--- src/rtl/sim_run_pkg.sv ---
// Shared types, state encodings and report strings for the simulation run controller.
package sim_run_pkg;

    typedef enum logic [2:0] {
        IDLE  = 3'd0,
        RUN   = 3'd1,
        DRAIN = 3'd2,
        PASS  = 3'd3,
        FAIL  = 3'd4
    } run_state_t;

    typedef enum logic [1:0] {
        NONE    = 2'd0,
        ERR     = 2'd1,
        TIMEOUT = 2'd2,
        WDOG    = 2'd3
    } fail_cause_t;

    // Plain-vector mirrors of the enums, used by the FSM register and the bench.
    localparam logic [2:0] ST_IDLE  = 3'd0;
    localparam logic [2:0] ST_RUN   = 3'd1;
    localparam logic [2:0] ST_DRAIN = 3'd2;
    localparam logic [2:0] ST_PASS  = 3'd3;
    localparam logic [2:0] ST_FAIL  = 3'd4;

    localparam logic [1:0] CS_NONE    = 2'd0;
    localparam logic [1:0] CS_ERR     = 2'd1;
    localparam logic [1:0] CS_TIMEOUT = 2'd2;
    localparam logic [1:0] CS_WDOG    = 2'd3;

    localparam string MSG_PASS  = "All finished";
    localparam string MSG_MAGIC = "*-* All Finished *-*";

endpackage

--- src/rtl/sim_run_if.sv ---
// Channel inputs and status outputs of the run controller, bundled for the top-level bench.
interface sim_run_if #(
    parameter int N_CHAN = 4,
    parameter int CNT_W  = 32
);
    import sim_run_pkg::*;

    logic              start;
    logic [N_CHAN-1:0] chan_done;
    logic [N_CHAN-1:0] chan_err;
    logic [N_CHAN-1:0] kick;
    logic [CNT_W-1:0]  cycle_count;
    logic [N_CHAN-1:0] done_mask;
    logic [2:0]        state;
    logic [1:0]        cause;
    logic              finished;
    logic              passed;

    modport master (
        output start, chan_done, chan_err, kick,
        input  cycle_count, done_mask, state, cause, finished, passed
    );

    modport slave (
        input  start, chan_done, chan_err, kick,
        output cycle_count, done_mask, state, cause, finished, passed
    );

endinterface

--- src/rtl/sim_run_wdog.sv ---
// Activity watchdog: counts cycles without a kick while enabled and flags expiry.
module sim_run_wdog
    import sim_run_pkg::*;
#(
    parameter int CNT_W    = 32,
    parameter int WDOG_CYC = 64
) (
    input  logic clk,
    input  logic reset_l,
    input  logic enable,
    input  logic kick_any,
    output logic expire
);

    localparam logic [CNT_W-1:0] WDOG_LAST = CNT_W'(WDOG_CYC - 1);

    logic [CNT_W-1:0] wdog;

    always_ff @(posedge clk or negedge reset_l) begin
        if (!reset_l) begin
            wdog <= '0;
        end else if (!enable || kick_any) begin
            wdog <= '0;
        end else if (wdog != '1) begin
            wdog <= wdog + 1'b1;
        end
    end

    // A kick on the deciding cycle still rescues the run.
    generate
        if (WDOG_CYC == 0) begin : g_off
            assign expire = 1'b0;
        end else begin : g_on
            assign expire = enable && !kick_any && (wdog == WDOG_LAST);
        end
    endgenerate

endmodule

--- src/rtl/sim_run_ctrl.sv ---
// Simulation run controller: run-cycle counting, sticky done collection, watchdog and PASS/FAIL verdict.
module sim_run_ctrl
    import sim_run_pkg::*;
#(
    parameter int N_CHAN     = 4,
    parameter int CNT_W      = 32,
    parameter int MAX_CYCLES = 300,
    parameter int WDOG_CYC   = 64,
    parameter int DRAIN_CYC  = 8,
    parameter int FINISH_EN  = 1,
    parameter int REPORT_EN  = 1
) (
    input  logic      clk,
    input  logic      reset_l,
    sim_run_if.slave  bus
);

    localparam logic [CNT_W-1:0] CYC_LAST   = CNT_W'(MAX_CYCLES - 1);
    localparam logic [31:0]      DRAIN_LAST = (DRAIN_CYC == 0) ? 32'd0 : 32'(DRAIN_CYC - 1);

    logic [2:0]        state_q, state_d;
    logic [1:0]        cause_q, cause_d;
    logic [CNT_W-1:0]  cycle_q, cycle_d, cycle_inc;
    logic [N_CHAN-1:0] mask_q, mask_d, mask_all;
    logic [31:0]       drain_q, drain_d;
    logic              finished_q, passed_q;
    logic              err_any, expire;

    sim_run_wdog #(
        .CNT_W    (CNT_W),
        .WDOG_CYC (WDOG_CYC)
    ) u_wdog (
        .clk      (clk),
        .reset_l  (reset_l),
        .enable   (state_q == ST_RUN),
        .kick_any (|bus.kick),
        .expire   (expire)
    );

    assign err_any   = |bus.chan_err;
    assign mask_all  = mask_q | bus.chan_done;
    assign cycle_inc = (cycle_q == '1) ? cycle_q : cycle_q + 1'b1;

    // Priority in RUN: error, all-done, timeout, watchdog.
    always_comb begin
        state_d = state_q;
        cause_d = cause_q;
        cycle_d = cycle_q;
        mask_d  = mask_q;
        drain_d = drain_q;
        case (state_q)
            ST_IDLE: begin
                cycle_d = '0;
                drain_d = '0;
                if (bus.start) begin
                    state_d = ST_RUN;
                end
            end
            ST_RUN: begin
                cycle_d = cycle_inc;
                mask_d  = mask_all;
                if (err_any) begin
                    state_d = ST_FAIL;
                    cause_d = CS_ERR;
                end else if (&mask_all) begin
                    state_d = ST_DRAIN;
                    drain_d = '0;
                end else if (cycle_q == CYC_LAST) begin
                    state_d = ST_FAIL;
                    cause_d = CS_TIMEOUT;
                end else if (expire) begin
                    state_d = ST_FAIL;
                    cause_d = CS_WDOG;
                end
            end
            ST_DRAIN: begin
                cycle_d = cycle_inc;
                if (err_any) begin
                    state_d = ST_FAIL;
                    cause_d = CS_ERR;
                end else if (drain_q == DRAIN_LAST) begin
                    state_d = ST_PASS;
                end else begin
                    drain_d = drain_q + 32'd1;
                end
            end
            default: begin
            end
        endcase
    end

    always_ff @(posedge clk or negedge reset_l) begin
        if (!reset_l) begin
            state_q    <= ST_IDLE;
            cause_q    <= CS_NONE;
            cycle_q    <= '0;
            mask_q     <= '0;
            drain_q    <= '0;
            finished_q <= 1'b0;
            passed_q   <= 1'b0;
        end else begin
            state_q    <= state_d;
            cause_q    <= cause_d;
            cycle_q    <= cycle_d;
            mask_q     <= mask_d;
            drain_q    <= drain_d;
            finished_q <= (state_d == ST_PASS) || (state_d == ST_FAIL);
            passed_q   <= (state_d == ST_PASS);
        end
    end

    assign bus.state       = state_q;
    assign bus.cause       = cause_q;
    assign bus.cycle_count = cycle_q;
    assign bus.done_mask   = mask_q;
    assign bus.finished    = finished_q;
    assign bus.passed      = passed_q;

`ifndef SYNTHESIS
    // Report once on the edge that enters a terminal state; reset never gets here.
    always @(posedge clk) begin
        if (reset_l && (state_d != state_q)) begin
            if (state_d == ST_PASS) begin
                if (REPORT_EN != 0) begin
                    $display("%s", MSG_PASS);
                    $display("%s", MSG_MAGIC);
                end
                if (FINISH_EN != 0) begin
                    $finish;
                end
            end else if (state_d == ST_FAIL) begin
                if (REPORT_EN != 0) begin
                    $display("%m FAIL cause=%0d cycle=%0d mask=%h", cause_d, cycle_d, mask_d);
                end
                if (FINISH_EN != 0) begin
                    $finish;
                end
            end
        end
    end
`endif

endmodule

--- src/flat_wrapper.sv ---
// flat-port wrapper written by rule: the top's interface ports become plain ports
module sim_run_ctrl_flat import sim_run_pkg::*;
#(
    parameter int N_CHAN     = 4,
    parameter int CNT_W      = 32,
    parameter int MAX_CYCLES = 300,
    parameter int WDOG_CYC   = 64,
    parameter int DRAIN_CYC  = 8,
    parameter int FINISH_EN  = 1,
    parameter int REPORT_EN  = 1
)
  (clk, reset_l, bus_start, bus_chan_done, bus_chan_err, bus_kick, bus_cycle_count, bus_done_mask, bus_state, bus_cause, bus_finished, bus_passed);
  sim_run_if #(.N_CHAN(N_CHAN), .CNT_W(CNT_W)) bus_i ();
  input  logic clk;
  input  logic reset_l;
  input wire logic [$bits(bus_i.start)-1:0] bus_start;
  input wire logic [$bits(bus_i.chan_done)-1:0] bus_chan_done;
  input wire logic [$bits(bus_i.chan_err)-1:0] bus_chan_err;
  input wire logic [$bits(bus_i.kick)-1:0] bus_kick;
  output wire logic [$bits(bus_i.cycle_count)-1:0] bus_cycle_count;
  output wire logic [$bits(bus_i.done_mask)-1:0] bus_done_mask;
  output wire logic [$bits(bus_i.state)-1:0] bus_state;
  output wire logic [$bits(bus_i.cause)-1:0] bus_cause;
  output wire logic [$bits(bus_i.finished)-1:0] bus_finished;
  output wire logic [$bits(bus_i.passed)-1:0] bus_passed;
  assign bus_i.start = bus_start;
  assign bus_i.chan_done = bus_chan_done;
  assign bus_i.chan_err = bus_chan_err;
  assign bus_i.kick = bus_kick;
  assign bus_cycle_count = bus_i.cycle_count;
  assign bus_done_mask = bus_i.done_mask;
  assign bus_state = bus_i.state;
  assign bus_cause = bus_i.cause;
  assign bus_finished = bus_i.finished;
  assign bus_passed = bus_i.passed;
  sim_run_ctrl #(.N_CHAN(N_CHAN), .CNT_W(CNT_W), .MAX_CYCLES(MAX_CYCLES), .WDOG_CYC(WDOG_CYC), .DRAIN_CYC(DRAIN_CYC), .FINISH_EN(FINISH_EN), .REPORT_EN(REPORT_EN)) u_core (.clk(clk), .reset_l(reset_l), .bus(bus_i));
endmodule
--- config.mk ---
export PLATFORM = sky130hd
export DESIGN_NAME = sim_run_ctrl_flat
export DESIGN_NICKNAME = d
export VERILOG_FILES = /design/src/rtl/sim_run_pkg.sv /design/src/rtl/sim_run_if.sv /design/src/rtl/sim_run_wdog.sv /design/src/rtl/sim_run_ctrl.sv /design/src/flat_wrapper.sv
export SDC_FILE = /design/constraint.sdc
export NUM_CORES = 1
export LEC_CHECK = 0
export CAP_MARGIN = 20
export CORE_MARGIN = 2
export CORE_UTILIZATION = 60
export CTS_CLUSTER_SIZE = 40
export DETAILED_ROUTE_END_ITERATION = 16
export DONT_BUFFER_PORTS = 1
export GPL_ROUTABILITY_DRIVEN = 0
export PLACE_DENSITY = 0.76
export SLEW_MARGIN = 0
export SYNTH_ARGS = -nofsm -noshare
export SYNTH_HDL_FRONTEND = slang
export SYNTH_HIERARCHICAL = 1
export SYNTH_SLANG_ARGS = --single-unit
--- constraint.sdc ---
create_clock -name clk -period 2.83 [get_ports clk]
set_clock_uncertainty 0.15 [all_clocks]
set_input_delay 0.283 -clock clk [delete_from_list [all_inputs] [get_ports clk]]
set_output_delay 0.283 -clock clk [all_outputs]
set_load 0.02 [all_outputs]
# [After elaboration in Yosys (flattened, before gate mapping)]
# Index checks and enable logic that the tools add are counted.
[op_classes] n_eq_ne=17 add_sub_neg=3 bitwise=1 reduce_logical=18 mux=23
[ops] cell="2-to-1 mux 32 bit" count=7
[ops] cell="adder 32 x 1 -> 32 bit (second input constant)" count=3
[ops] cell="case mux 32 bit (3 select lines)" count=1
[ops] cell="case mux 32 bit (2 select lines)" count=1
[ops] cell="== test 32 x 3 -> 1 bit (second input constant)" count=1
[ops] cell="== test 32 bit (second input constant)" count=1
[ops] cell="== test 32 x 6 -> 1 bit (second input constant)" count=1
[ops] cell="== test 32 x 9 -> 1 bit (second input constant)" count=1
[ops] cell="inequality test 32 bit (second input constant)" count=1
[ops] cell="2-to-1 mux 3 bit" count=7
[ops] cell="2-to-1 mux 2 bit" count=5
[ops] cell="case mux 3 bit (3 select lines)" count=1
[ops] cell="inequality test 2 bit (second input constant)" count=4
[ops] cell="AND reduction 4 bit" count=2
[ops] cell="OR reduction 4 bit" count=2
[ops] cell="== test 3 x 2 -> 1 bit (second input constant)" count=2
[ops] cell="nonzero test 2 bit" count=3
[ops] cell="AND reduction 5 bit" count=1
[ops] cell="inequality test 2 x 1 -> 1 bit (second input constant)" count=2
[ops] cell="inequality test 4 x 1 -> 1 bit (second input constant)" count=1
[ops] cell="bitwise OR 4 bit" count=1
[ops] cell="case mux 2 bit (2 select lines)" count=1
[ops] cell="== test 3 x 1 -> 1 bit (second input constant)" count=1
[ops] cell="== test 3 bit (second input constant)" count=1
[ops] cell="other kinds (8)" count=11
[totals] register_bits=107 in_bits=15 wordCells=70

# [Logic depth before layout (Yosys ltp)]
# Gate-level depths: netlist of the first run.
[logic_depth] ltp_word=11 mapped_depth=10 ltp_nobuf=8

# [Modules after synthesis]
# The synthesis of the first run kept the hierarchy.
[modules_own_cells] mod="sim_run_ctrl" seq_area_each_um2=1876.8 cells_each=458 area_each_um2=4226.6 instances=1
[modules_own_cells] mod="sim_run_wdog" seq_area_each_um2=800.8 cells_each=218 area_each_um2=1940.6 instances=1

# [Least setup slack after synthesis of the first run]
# OpenSTA, ideal clock, no wires.
[synth_timing] kind="register -> register" startpoint="reg u_core.state_q[1] (netlist: u_core/bus.state[1])" endpoint="reg u_core.finished_q (netlist: u_core/bus.finished)" path_buffers=1 setup_ns=0.101 arrival_time_ns=2.365 period_less_slack_ns=2.616 slack_ns=0.214 stages_incl_launch_ff=9 path_cell_list="dfrtp_1 > clkbuf_1 > nor3b_1 > nor2b_1 > nand4_1 > nor3_1 > o21a_1 > nor3_1 > o32ai_1"
[synth_via] elab_chain_cells=10 elab_cells_between_ends=16 classes_between="eq/ne (4); mux (8); reduce/logical (4)"
[synth_rtl] element="start: declaration" line_no="sim_run_ctrl.sv:21" rtl="logic [2:0] state_q, state_d;"
[synth_rtl] element="start signal: assignment" line_no="sim_run_ctrl.sv:102" rtl="state_q <= state_d;"
[synth_rtl] element="== test 3 x 1 -> 1 bit (*)" line_no="sim_run_ctrl.sv:35" rtl=".enable (state_q == ST_RUN),"
[synth_rtl] element="logical AND 1 bit (*) (2 in a row)" line_no="sim_run_wdog.sv:34" rtl="assign expire = enable && !kick_any && (wdog == WDOG_LAST);"
[synth_rtl] element="named net u_core.expire" line_no="sim_run_ctrl.sv:27" rtl="logic err_any, expire;"
[synth_rtl] element="2-to-1 mux 3 bit (*)" line_no="sim_run_ctrl.sv:71" rtl="end else if (expire) begin"
[synth_rtl] element="2-to-1 mux 3 bit (*)" line_no="sim_run_ctrl.sv:68" rtl="end else if (cycle_q == CYC_LAST) begin"
[synth_rtl] element="2-to-1 mux 3 bit (*)" line_no="sim_run_ctrl.sv:65" rtl="end else if (&mask_all) begin"
[synth_rtl] element="2-to-1 mux 3 bit (*)" line_no="sim_run_ctrl.sv:62" rtl="if (err_any) begin"
[synth_rtl] element="case mux 3 bit (3 select lines) (*)" line_no="sim_run_ctrl.sv:51" rtl="case (state_q)"
[synth_rtl] element="== test 3 x 2 -> 1 bit / == test 3 bit (equally long branches)" line_no="sim_run_ctrl.sv:107" rtl="finished_q <= (state_d == ST_PASS) || (state_d == ST_FAIL);"
[synth_rtl] element="logical OR 1 bit (*)" line_no="sim_run_ctrl.sv:107"
[synth_rtl] element="end signal: assignment" line_no="sim_run_ctrl.sv:107"
[synth_rtl] element="end: declaration" line_no="sim_run_ctrl.sv:26" rtl="logic finished_q, passed_q;"
# Mark *: on every way through the listed nets, which the timed path passes. The rest lies on a longest branch.
# A chain may end at the register's enable or synchronous reset.

# [Worst setup path in the final report of the first run]
[layout_timing] startpoint="reg u_core.drain_q[14]" endpoint="reg u_core.drain_q[18]"
[layout_via] elab_chain_cells=4 elab_cells_between_ends=7 classes_between="add/sub (1); eq/ne (2); mux (3); reduce/logical (1)"
[layout_rtl] element="start: declaration" line_no="sim_run_ctrl.sv:25" rtl="logic [31:0] drain_q, drain_d;"
[layout_rtl] element="start signal: assignment" line_no="sim_run_ctrl.sv:106" rtl="drain_q <= drain_d;"
[layout_rtl] element="adder 32 x 1 -> 32 bit" line_no="sim_run_ctrl.sv:84" rtl="drain_d = drain_q + 32'd1;"
[layout_rtl] element="2-to-1 mux 32 bit" line_no="sim_run_ctrl.sv:81" rtl="end else if (drain_q == DRAIN_LAST) begin"
[layout_rtl] element="2-to-1 mux 32 bit" line_no="sim_run_ctrl.sv:78" rtl="if (err_any) begin"
[layout_rtl] element="case mux 32 bit (3 select lines)" line_no="sim_run_ctrl.sv:51"
# Parallel ways exist; a longest one is shown, timed or not. The select of a mux whose other input is x is not followed.

==> results of run 1 <==
==> layout make-up <==
cell class / instances / area, um^2
fillers: 831 / 3418
multi-input cells: 528 / 3303
flip-flops and latches: 107 / 2678
repair buffers: 40 / 310.3
well taps: 136 / 170.2
clock buffers: 12 / 155.1
inverters: 14 / 52.55
clock inverters: 4 / 48.80
diodes: 1 / 2.502
==> critical path: cells and delay by family, from the launching register on <==
family          cells  cell delay (ns)
buf+inv             1             0.24
compound gates      2             0.38
simple gates        4             1.27
flops               1             0.45
==> layer usage <==
layer  wire length [um]  vias up  global-route usage (%)
met5                  0        -                       0
met4                400        0                   14.95
met3               1036       35                   6.370
met2               7259      203                   44.19
met1               6579     2668                   37.86
li1                   -     2552                       -
==> Yosys cell counts (all sizes together), types with 3 or more instances <==
cell	n	share of area [%]
a21o	7	0.85
a21oi	40	3.3
and2	4	0.41
and3	8	0.81
and4	8	1.1
buf	11	1.3
clkbuf	16	0.99
dfrtp	107	43
ha	3	0.61
inv	14	0.85
mux2i	5	0.81
nand2	48	3.1
nand2b	6	0.61
nand3	35	3.0
nand4	38	4.3
nor2	80	5.1
nor3	33	3.0
nor3b	4	0.49
nor4	40	4.8
nor4b	5	0.81
o211ai	3	0.37
o21a	3	0.37
o21ai	39	3.2
o31ai	6	0.73
o41ai	5	1.4
or2	5	0.51
or3	26	2.6
or4	9	1.2
xnor2	34	4.8
xor2	11	1.6
==> where the power goes <==
group	total (mW)	switching [mW]	internal (mW)
clock network	0.978	0.521	0.457
registers	1.69	0.107	1.58
logic	0.286	0.177	0.108
==> sequential cells by signal, summed over array words and instances (netlist names) <==
register	count
u_core/bus.finished	1
u_core/bus.state	3
u_core/bus.done_mask	4
u_core/drain_q	32
u_core/bus.cause	2
u_core/bus.cycle_count	32
u_core/u_wdog/wdog	32
u_core/bus.passed	1
==> worst min path at each step <==
stage	startpoint	to	slack, ns	cells after the start
finish	reset_l	u_core/bus.cause[0]	-0.57	0
global route	reset_l	u_core/drain_q[6]	-0.59	0
CTS	reset_l	u_core/bus.cycle_count[30]	-0.59	0
detailed placement	reset_l	u_core/bus.done_mask[2]	-0.16	0
global placement	reset_l	u_core/u_wdog/wdog[14]	-0.16	0
floorplan	reset_l	u_core/bus.cause[0]	-0.16	0
==> cell families (layout without fill, tap and decap cells) <==
| kind of cell | count (synthesis) | count (layout) | share of synthesized area [%] |
|---|---|---|---|
| flops | 107 | 107 | 43.42 |
| compound gates | 118 | 118 | 12.48 |
| xor+xnor | 45 | 45 | 6.391 |
| other cells | 0 | 1 | 0 |
| buf+inv | 41 | 70 | 3.165 |
| fa+ha+maj | 3 | 3 | 0.6087 |
| simple gates | 356 | 356 | 32.89 |
| mux | 6 | 6 | 1.055 |
==> through the flow <==
stage | hold WS [ns] | instance area, um^2 | total power [mW]
floorplan | -0.1626 | 6167 | 1.887
CTS | -0.5911 | 6718 | 2.977
global route | -0.5933 | 6720 | 3.070
finish | -0.5710 | 6720 | 2.951
detailed placement | -0.1598 | 6474 | 1.994
global placement | -0.1573 | 6474 | 1.986
==> metrics.md, run 1 <==
| Metric | Value |
|---|---|
| Crit Path Class | flop to flop |
| Number of warnings issued by yosys | 6 |
| Ratio of final minimum period to clock period | around nine tenths |
| Num CTS Buffers | 9 |
| Number of hold violations in the final report | ~110 |
| Overall track demand over capacity in global routing | ~29% |
| Die Footprint | roughly 11000 um^2 |
| CTS tree | built |
| Netlist area before placement | 6167 um^2 |
| Required time worst endpoint | ~3.0 ns |
| Via Count | around 5500 |
| Biggest cell delay along the critical path | 0.52 ns |
| Type of element capturing the critical path | flop |
| Worst hold slack after final layout | -0.5710 ns |
| Width of the die | around 110 um |
| Post-Layout Cell Count | 842 |
| Synthesized area per cell | between 9 and 10 um^2 |
| Maxcap violations | 0 |
| Placed Cells | between 800 and 900 |
| Effective utilization at floorplan | ~61% |
| Max rail drop VDD | 0.2868 mV |
| Number of storage elements in the synthesis netlist | 107 |
| Ys async rst share | between 90% and 100% |
| CTS sink count | approximately 110 |
| Clock H-tree levels | 3 |
| Detailed-route DRC error count | 0 |
| Vias in the first global route | around 5300 |
| Worst hold-check path type | primary input to asynchronous set/reset pin |
| Crit-path max FO | 15 |
| Count of pins on the block boundary | 58 |
| Start point of the critical path | u_core/drain_q[14] |
| Maximum number of pins on one net before global-route repair | 108 |
| Fraction of final layout cells with drive strength greater than 1 | approximately 12% |
| Arrival time worst endpoint | roughly 2.7 ns |
| Min Clock Period, post-route | roughly 2.5 ns |
| Total of cells resized after clock tree synthesis | 0 |
| Most frequent cells in the layout | sky130_fd_sc_hd__dfrtp_1 (107), sky130_fd_sc_hd__nor2_1 (77), sky130_fd_sc_hd__nand2_1 (46), sky130_fd_sc_hd__a21oi_1 (38) |
| Buffer levels on the longest clock path | 2 |
| Grt ovf | 0 |
| Clk slew on worst S/H paths | 0.10 ns |
| Instance count of the mapped netlist | 676 |
| Area of the placeable core | 10140 um^2 |
| Initial DRT Pass Iterations | 6 |
| Seq/Total Area, Yosys | a little over two fifths |
| DRC violation total after the first TritonRoute iteration | about 450 |
| Clock network latency to the later pin of the worst-skew pair | between 0.3 and 0.4 ns |
| RSZ-0062 raised after global routing | no |
| Slew HR | about three fifths |
| RR Endpoint | u_core/drain_q[18] |
| Final setup viols | 0 |
| R2R cell count | 7 |
| Final Slew Violations | 0 |
| Primary flip-flop cell chosen by synthesis mapping | sky130_fd_sc_hd__dfrtp_1 |
| Count of flip-flops with a built-in enable after synthesis | 0 |
| Count of buffers from port buffering | 0 |
| Violations in the final reports | negative hold slack |
| Capture point of the worst path | u_core/drain_q[18] |
| Number of hold buffers added after cts | 4 |
| Final core utilization | around two thirds |
| Leading cell type in the layout, fill and taps excluded | sky130_fd_sc_hd__dfrtp_1 |
| Static power due to leakage | approximately 2.7 nW |
| ANT nets after route | 0 |
| Launch point of the worst reg-to-reg path | u_core/drain_q[14] |
| Routed length per placed instance | 18.14 um |
| Yosys cell types | between 60 and 70 |
| Setup slack of the most critical reg-to-reg path | between 0.2 and 0.3 ns |
| Number of antenna violations at the first check in global routing | 1 |
| Global-route wire length before repair | about 25000 um |
| Series of cell instances along the critical path | or4_1, or4_4, nor3_4, buf_4, nor3_1, a211oi_2, a31o_1 |
| Detail Placement HPWL | 10750 um |
| Via-per-instance ratio | ~6.5 |
| Final worst-path setup slack | 0.2865 ns |
| Floorplan die height | about 110 um |
| Post-CTS setup buffers | 0 |
| Synth-to-Final Area Change | 8.967% |
| Setup_tns | 0 ns |
| Slew @ Worst Pin | between 0.6 and 0.7 ns |
| Clk Tree Root Cell | sky130_fd_sc_hd__clkbuf_8 |
| Status | finished, violations left |
| Number of nets in the final layout | 718 |
| Detailed-route wire length | 15280 um |
| Crit-path slowest cell | sky130_fd_sc_hd__or4_1 |
| Net count after synthesis | between 600 and 700 |
| Max Freq | 393.2 MHz |
| Worst slack after detailed placement | 0.3252 ns |
| Total power per unit cell area | between 400 and 500 nW/um^2 |
| Startpoint type of the worst setup path | flop |
| Row cnt | 37 |
Note: power is estimated with default switching activity, not from simulation.
==> run 2, diff against run 1 <==
- CORE_ASPECT_RATIO: default -> 1.25
==> metrics.md, run 2 (same netlist as run 1, synthesis figures left out) <==
| Metric | Value |
|---|---|
| Buffer levels on the longest clock path | 2 (unchanged) |
| Clk slew on worst S/H paths | 0.07 ns (was 0.10 ns) |
| Area occupied by multi-input gates | 3303 um^2 (unchanged) |
| Row cnt | 41 (was 37) |
| Min Clock Period, post-route | 2.580 ns (was 2.544 ns) |
| Clock H-tree levels | 3 (unchanged) |
| Worst slack after detailed placement | 0.3064 ns (was 0.3252 ns) |
| DRC violation total after the first TritonRoute iteration | 547 (was 449) |
| Detail Placement HPWL | 10610 um (was 10750 um) |
| Count of buffer and inverter cells on the critical path | 0 (was 1) |
| Initial DRT Pass Iterations | 7 (was 6) |
| Filler cells | 787 (was 831) |
| Total power per unit cell area | 484.5 nW/um^2 (was 439.1 nW/um^2) |
| Final worst-path setup slack | 0.2500 ns (was 0.2865 ns) |
| Worst hold-check path type | primary input to asynchronous set/reset pin (unchanged) |
| Max rail drop VDD | 0.2601 mV (was 0.2868 mV) |
| Ratio of final minimum period to clock period | 91.17% (was 89.88%) |
| Via-per-instance ratio | 6.645 (was 6.482) |
| Required time worst endpoint | 2.93 ns (was 3.01 ns) |
| Synth-to-Final Area Change | 9.576% (was 8.967%) |
| R2R cell count | 5 (was 7) |
| Overall track demand over capacity in global routing | 28.34% (was 28.64%) |
| Routed length per placed instance | 18.57 um (was 18.14 um) |
| RSZ-0062 raised after global routing | no (unchanged) |
| Post-route cell area | 6758 um^2 (was 6720 um^2) |
| Grt ovf | 0 (unchanged) |
| Seq. cell area | 2678 um^2 (unchanged) |
| Maximum number of pins on one net before global-route repair | 108 (unchanged) |
| Number of hold buffers added after cts | 4 (unchanged) |
| Floorplan die height | 117.4 um (was 105.4 um) |
| Area of the placeable core | 10050 um^2 (was 10140 um^2) |
| Clock network latency to the later pin of the worst-skew pair | 0.35 ns (was 0.39 ns) |
| Final setup viols | 0 (unchanged) |
| Status | finished, violations left (unchanged) |
| Most frequent cells in the layout | sky130_fd_sc_hd__dfrtp_1 (107), sky130_fd_sc_hd__nor2_1 (77), sky130_fd_sc_hd__nand2_1 (46), sky130_fd_sc_hd__a21oi_1 (38) (unchanged) |
| Net Switching | 0.8463 mW (was 0.8054 mW) |
| Net switching share of the total power | 25.85% (was 27.29%) |
| Effective utilization at floorplan | 61.34% (was 60.83%) |
| Maxcap violations | 0 (unchanged) |
| Startpoint type of the worst setup path | flop (unchanged) |
| Violations in the final reports | negative hold slack (unchanged) |
| Most Crowded Layer GR | met2 (unchanged) |
| CP delay by family, top | simple AND/OR/NAND/NOR gates (unchanged) |
| Num CTS Buffers | 9 (unchanged) |
| Reg power frac | 51.2% (was 57.2%) |
| Fraction of final layout cells with drive strength greater than 1 | 11.33% (was 12.20%) |
| Cell internal pwr | 2.428 mW (was 2.145 mW) |
| Width of the die | 94.68 um (was 105.4 um) |
| Global routing met3 resource utilization | 5.395% (was 6.370%) |
| Clk Tree Root Cell | sky130_fd_sc_hd__clkbuf_16 (was sky130_fd_sc_hd__clkbuf_8) |
| Series of cell instances along the critical path | and4_1, nand4_2, nor4_4, nor2_2, a311oi_1 (was or4_1, or4_4, nor3_4, buf_4, nor3_1, a211oi_2, a31o_1) |
| Power share of the clock group | 39.5% (was 33.1%) |
| Type of element capturing the critical path | flop (unchanged) |
| Slew @ Worst Pin | 0.6588 ns (was 0.6123 ns) |
| Count of pins on the block boundary | 58 (unchanged) |
| Final Slew Violations | 0 (unchanged) |
| Global-route wire length before repair | 25500 um (was 25490 um) |
| Die Footprint | 11110 um^2 (about the same) |
| Met2 Track Usage GR | 45.70% (was 44.19%) |
| Detailed-route wire length | 15340 um (was 15280 um) |
| Setup slack of the most critical reg-to-reg path | 0.25 ns (was 0.29 ns) |
| Crit-path slowest cell | sky130_fd_sc_hd__nor4_4 (was sky130_fd_sc_hd__or4_1) |
| CTS tree | built (unchanged) |
| RR Endpoint | u_core/bus.cycle_count[10] (was u_core/drain_q[18]) |
| Number of nets in the final layout | 710 (was 718) |
| Number of antenna violations at the first check in global routing | 0 (was 1) |
| Static power due to leakage | 2.660 nW (was 2.658 nW) |
| Via Count | 5489 (was 5458) |
| Launch point of the worst reg-to-reg path | u_core/bus.cycle_count[11] (was u_core/drain_q[14]) |
| Vias in the first global route | 5105 (was 5263) |
| Worst hold slack after final layout | -0.5212 ns (was -0.5710 ns) |
| Placed instance area | 6405 um^2 (was 6474 um^2) |
| Logic pwr share | 9.4% (was 9.7%) |
| Arrival time worst endpoint | 2.68 ns (was 2.73 ns) |
| Antenna Diode Count | 0 (was 1) |
| Leading cell type in the layout, fill and taps excluded | sky130_fd_sc_hd__dfrtp_1 (unchanged) |
| Crit-path max FO | 8 (was 15) |
| M1 GR Usage | 38.77% (was 37.86%) |
| Biggest cell delay along the critical path | 0.64 ns (was 0.52 ns) |
| Count of buffers from port buffering | 0 (unchanged) |
| Setup_tns | 0 ns (unchanged) |
| ANT nets after route | 0 (unchanged) |
| Slew HR | 55.67% (was 58.80%) |
| CTS sink count | 107 (unchanged) |
| Number of hold violations in the final report | 107 (unchanged) |
| Crit Path Class | flop to flop (unchanged) |
| Max Freq | 387.6 MHz (was 393.2 MHz) |
| Detailed-route DRC error count | 0 (unchanged) |
run 2: changes by cell type in the layout (fill, tap and decap cells not counted), sizes merged:
| cell | before | now |
|---|---|---|
| buf | 36 | 28 |
| clkbuf | 12 | 11 |
| clkinv | 3 | 2 |
| clkinvlp | 0 | 1 |
| diode | 1 | 0 |
| inv | 14 | 15 |
run 2: worst max-delay path by stage:
stage,from,end,cells past startpoint
after floorplan,u_core/bus.state[1],u_core/bus.finished,8
after global placement,u_core/drain_q[13],u_core/drain_q[0],6
after detailed placement,u_core/bus.cycle_count[11],u_core/bus.cycle_count[5],7
after CTS,u_core/bus.cycle_count[11],u_core/bus.cycle_count[10],5
after global routing,u_core/bus.cycle_count[11],u_core/bus.cycle_count[10],5
final,u_core/bus.cycle_count[11],u_core/bus.cycle_count[10],5
run 2: layer usage:
layer	wire length, um	up-vias	share of wire (%)
met5	0	-	0
met1	6498	2680	42
met3	1012	30	6.6
li1	-	2541	-
met4	250	0	1.6
met2	7577	238	49
run 2: power groups by stage:
stage               registers (mW)  clock network (mW)  logic, mW
detailed placement            1.70                   0      0.293
global placement              1.70                   0      0.286
global route                  1.68                1.40      0.322
floorplan                     1.72                   0      0.162
CTS                           1.67                1.32      0.300
finish                        1.67                1.29      0.306
run 2: worst reg2reg max path: cells and delay by family, from the launching register on:
kind	cells	cell delay, ns
DFF	1	0.57
AOI/OAI and AO/OA	1	0.31
and+or+nand+nor	4	1.45
run 2: layout make-up:
cell class / instances / share of cell area, %
clock buffer: 11 / 3.740
clock inverter: 5 / 0.8887
inverter: 14 / 0.7776
multi-input combinational: 528 / 48.88
sequential: 107 / 39.62
tap: 129 / 2.388
timing repair buffer: 32 / 3.703
run 2: through the flow:
stage                     utilization (%)  hold slack [ns]  std cells  total power [mW]
after floorplan                         -          -0.1626        676             1.887
final                               67.21          -0.5212        826             3.274
after global routing                67.21          -0.5360        826             3.403
after CTS                           67.21          -0.5307        826             3.295
after global placement              63.70          -0.1601        806             1.984
after detailed placement            63.70          -0.1589        806             1.995
run 2: what timing repair did:
item | CTS | global route
setup endpoints to repair | 0 | 0
gates resized for setup | 0 | 0
endpoints found under the hold margin | 111 | 107
setup buffers | 0 | 0
==> run 3, diff against run 2 <==
--- a/config.mk
+++ b/config.mk
@@ -14,5 +14,5 @@
 export DONT_BUFFER_PORTS = 1
 export GPL_ROUTABILITY_DRIVEN = 0
-export PLACE_DENSITY = 0.76
+export PLACE_DENSITY = 0.87
 export SLEW_MARGIN = 0
 export SYNTH_ARGS = -nofsm -noshare
==> constraint.sdc (replaced) <==
create_clock -name clk -period 2.7 [get_ports clk]
set_clock_uncertainty 0.15 [all_clocks]
set_input_delay 0.27 -clock clk [delete_from_list [all_inputs] [get_ports clk]]
set_output_delay 0.27 -clock clk [all_outputs]
set_load 0.005 [all_outputs]
==> metrics.md, run 3 (same netlist as run 1, synthesis figures left out) <==
| Metric | Value |
|---|---|
| Status | finished, violations left (unchanged) |
| Violations in the final reports | negative hold slack (unchanged) |
| Number of nets in the final layout | 710 (unchanged) |
| Initial DRT Pass Iterations | 5 (was 7) |
| Setup slack of the most critical reg-to-reg path | 0.13 ns (was 0.25 ns) |
| Maximum number of pins on one net before global-route repair | 108 (unchanged) |
| Worst hold slack after final layout | -0.5444 ns (was -0.5212 ns) |
| Most frequent cells in the layout | sky130_fd_sc_hd__dfrtp_1 (107), sky130_fd_sc_hd__nor2_1 (77), sky130_fd_sc_hd__nand2_1 (46), sky130_fd_sc_hd__a21oi_1 (38) (unchanged) |
| Via-per-instance ratio | 6.702 (was 6.645) |
| Crit Path Class | flop to flop (unchanged) |
| Max rail drop VDD | 0.3748 mV (was 0.2601 mV) |
| Floorplan die height | 117.4 um (unchanged) |
| Overall track demand over capacity in global routing | 28.07% (was 28.34%) |
| Static power due to leakage | 2.645 nW (was 2.660 nW) |
| Row cnt | 41 (unchanged) |
| RR Endpoint | u_core/drain_q[18] (was u_core/bus.cycle_count[10]) |
| DRC violation total after the first TritonRoute iteration | 540 (was 547) |
| Count of buffers from port buffering | 0 (unchanged) |
| CTS tree | built (unchanged) |
| Via Count | 5536 (was 5489) |
| Routed met2 length | 7580 um (was 7577 um) |
| Placed Cells | 806 (unchanged) |
| R2R cell count | 7 (was 5) |
| Width of the die | 94.68 um (unchanged) |
| Num CTS Buffers | 9 (unchanged) |
| Clock H-tree levels | 3 (unchanged) |
| Worst slack after detailed placement | 0.2069 ns (was 0.3064 ns) |
| RSZ-0062 raised after global routing | no (unchanged) |
| Count of pins on the block boundary | 58 (unchanged) |
| Fraction of final layout cells with drive strength greater than 1 | 11.33% (unchanged) |
| Effective utilization at floorplan | 61.34% (unchanged) |
| Detail Placement HPWL | 10550 um (was 10610 um) |
| Max Freq | 388.8 MHz (was 387.6 MHz) |
| Setup_tns | 0 ns (unchanged) |
| Vias in the first global route | 5441 (was 5105) |
| Type of element capturing the critical path | flop (unchanged) |
| Number of hold buffers added after cts | 4 (unchanged) |
| Top Layer Used | met5 (was met4) |
| Die Footprint | 11110 um^2 (unchanged) |
| Clk slew on worst S/H paths | 0.08 ns (was 0.07 ns) |
| Clock network latency to the later pin of the worst-skew pair | 0.35 ns (about the same) |
| Grt ovf | 0 (unchanged) |
| Buffer levels on the longest clock path | 2 (unchanged) |
| Crit-path slowest cell | sky130_fd_sc_hd__nor3_1 (was sky130_fd_sc_hd__nor4_4) |
| Launch point of the worst reg-to-reg path | u_core/bus.state[2] (was u_core/bus.cycle_count[11]) |
| Maxcap violations | 0 (unchanged) |
| Worst hold-check path type | primary input to asynchronous set/reset pin (unchanged) |
| Min Clock Period, post-route | 2.572 ns (was 2.580 ns) |
| Routed length per placed instance | 18.46 um (was 18.57 um) |
| Detailed-route DRC error count | 0 (unchanged) |
| CTS sink count | 107 (unchanged) |
| Met3 wire len | 1202 um (was 1012 um) |
| Clk Tree Root Cell | sky130_fd_sc_hd__clkbuf_16 (unchanged) |
| Detailed-route wire length | 15250 um (was 15340 um) |
| Area of the placeable core | 10050 um^2 (unchanged) |
| Final setup viols | 0 (unchanged) |
| Number of antenna violations at the first check in global routing | 1 (was 0) |
| Leading cell type in the layout, fill and taps excluded | sky130_fd_sc_hd__dfrtp_1 (unchanged) |
| Biggest cell delay along the critical path | 0.48 ns (was 0.64 ns) |
| Ratio of final minimum period to clock period | 95.25% (was 91.17%) |
| Required time worst endpoint | 2.79 ns (was 2.93 ns) |
| Post-Layout Cell Count | 826 (unchanged) |
| WL met1 | 5995 um (was 6498 um) |
| Slew @ Worst Pin | 0.5882 ns (was 0.6588 ns) |
| Arrival time worst endpoint | 2.66 ns (was 2.68 ns) |
| Final Slew Violations | 0 (unchanged) |
| ANT nets after route | 0 (unchanged) |
| Synth-to-Final Area Change | 9.109% (was 9.576%) |
| Startpoint type of the worst setup path | flop (unchanged) |
| Number of hold violations in the final report | 107 (unchanged) |
| CP delay by family, top | simple AND/OR/NAND/NOR gates (unchanged) |
| Series of cell instances along the critical path | buf_4, or2_2, and4b_1, o21ai_2, nor3_1, a211oi_2, a31o_1 (was and4_1, nand4_2, nor4_4, nor2_2, a311oi_1) |
| Filler cells | 774 (was 787) |
| Count of buffer and inverter cells on the critical path | 1 (was 0) |
| Crit-path max FO | 10 (was 8) |
| Slew HR | 60.42% (was 55.67%) |
| Total power per unit cell area | 486.0 nW/um^2 (was 484.5 nW/um^2) |
| Final worst-path setup slack | 0.1282 ns (was 0.2500 ns) |
| Antenna Diode Count | 0 (unchanged) |
| Global-route wire length before repair | 25470 um (was 25500 um) |
[run 3: final cells by class]
class | instances | area, um^2 | area share (%)
multi-input cells | 528 | 3303 | 49.09
flip-flops and latches | 107 | 2678 | 39.79
repair buffers | 32 | 250.2 | 3.719
clock buffers | 9 | 225.2 | 3.347
well taps | 129 | 161.4 | 2.399
clock inverters | 7 | 58.81 | 0.8739
inverters | 14 | 52.55 | 0.7810
[run 3: where the power goes]
group          leakage (nW)  total, mW  switching, mW  internal [mW]
clock network         0.139       1.28          0.635          0.645
logic                  1.03      0.247          0.146          0.101
registers              1.47       1.74         0.0868           1.66
[run 3: routing by layer]
layer | vias to the layer above | track usage, %
met2 | 291 | 45.83
met3 | 56 | 5.523
li1 | 2542 | -
met1 | 2645 | 36.42
met4 | 2 | 11.14
met5 | - | 0
[run 3: how the worst max path moves through the flow]
stage / endpoint / depth (start not counted) / startpoint
6_report: u_core/drain_q[18] / 7 / u_core/bus.state[2]
5_1_grt: u_core/bus.cycle_count[30] / 7 / u_core/bus.cycle_count[0]
4_1_cts: u_core/drain_q[18] / 7 / u_core/bus.state[2]
3_5_place_dp: u_core/bus.cycle_count[6] / 7 / u_core/bus.cycle_count[1]
3_3_place_gp: u_core/drain_q[18] / 7 / u_core/bus.state[2]
2_1_floorplan: u_core/bus.finished / 8 / u_core/bus.state[1]
[run 3: timing repair]
action	4_1_cts	5_1_grt
setup endpoints to repair	0	0
setup buffers	0	0
resized for setup	0	0
endpoints found under the hold margin	111	107
[run 3: per-stage QoR]
| step | hold WS (ns) | total power, mW | utilization [%] | instance area [um^2] |
|---|---|---|---|---|
| 6_report | -0.5444 | 3.270 | 66.92 | 6729 |
| 3_5_place_dp | -0.1719 | 2.010 | 63.70 | 6405 |
| 3_3_place_gp | -0.1711 | 1.995 | 63.70 | 6405 |
| 2_1_floorplan | -0.1756 | 1.914 | - | 6167 |
| 5_1_grt | -0.5538 | 3.382 | 66.92 | 6729 |
| 4_1_cts | -0.5492 | 3.284 | 66.92 | 6729 |
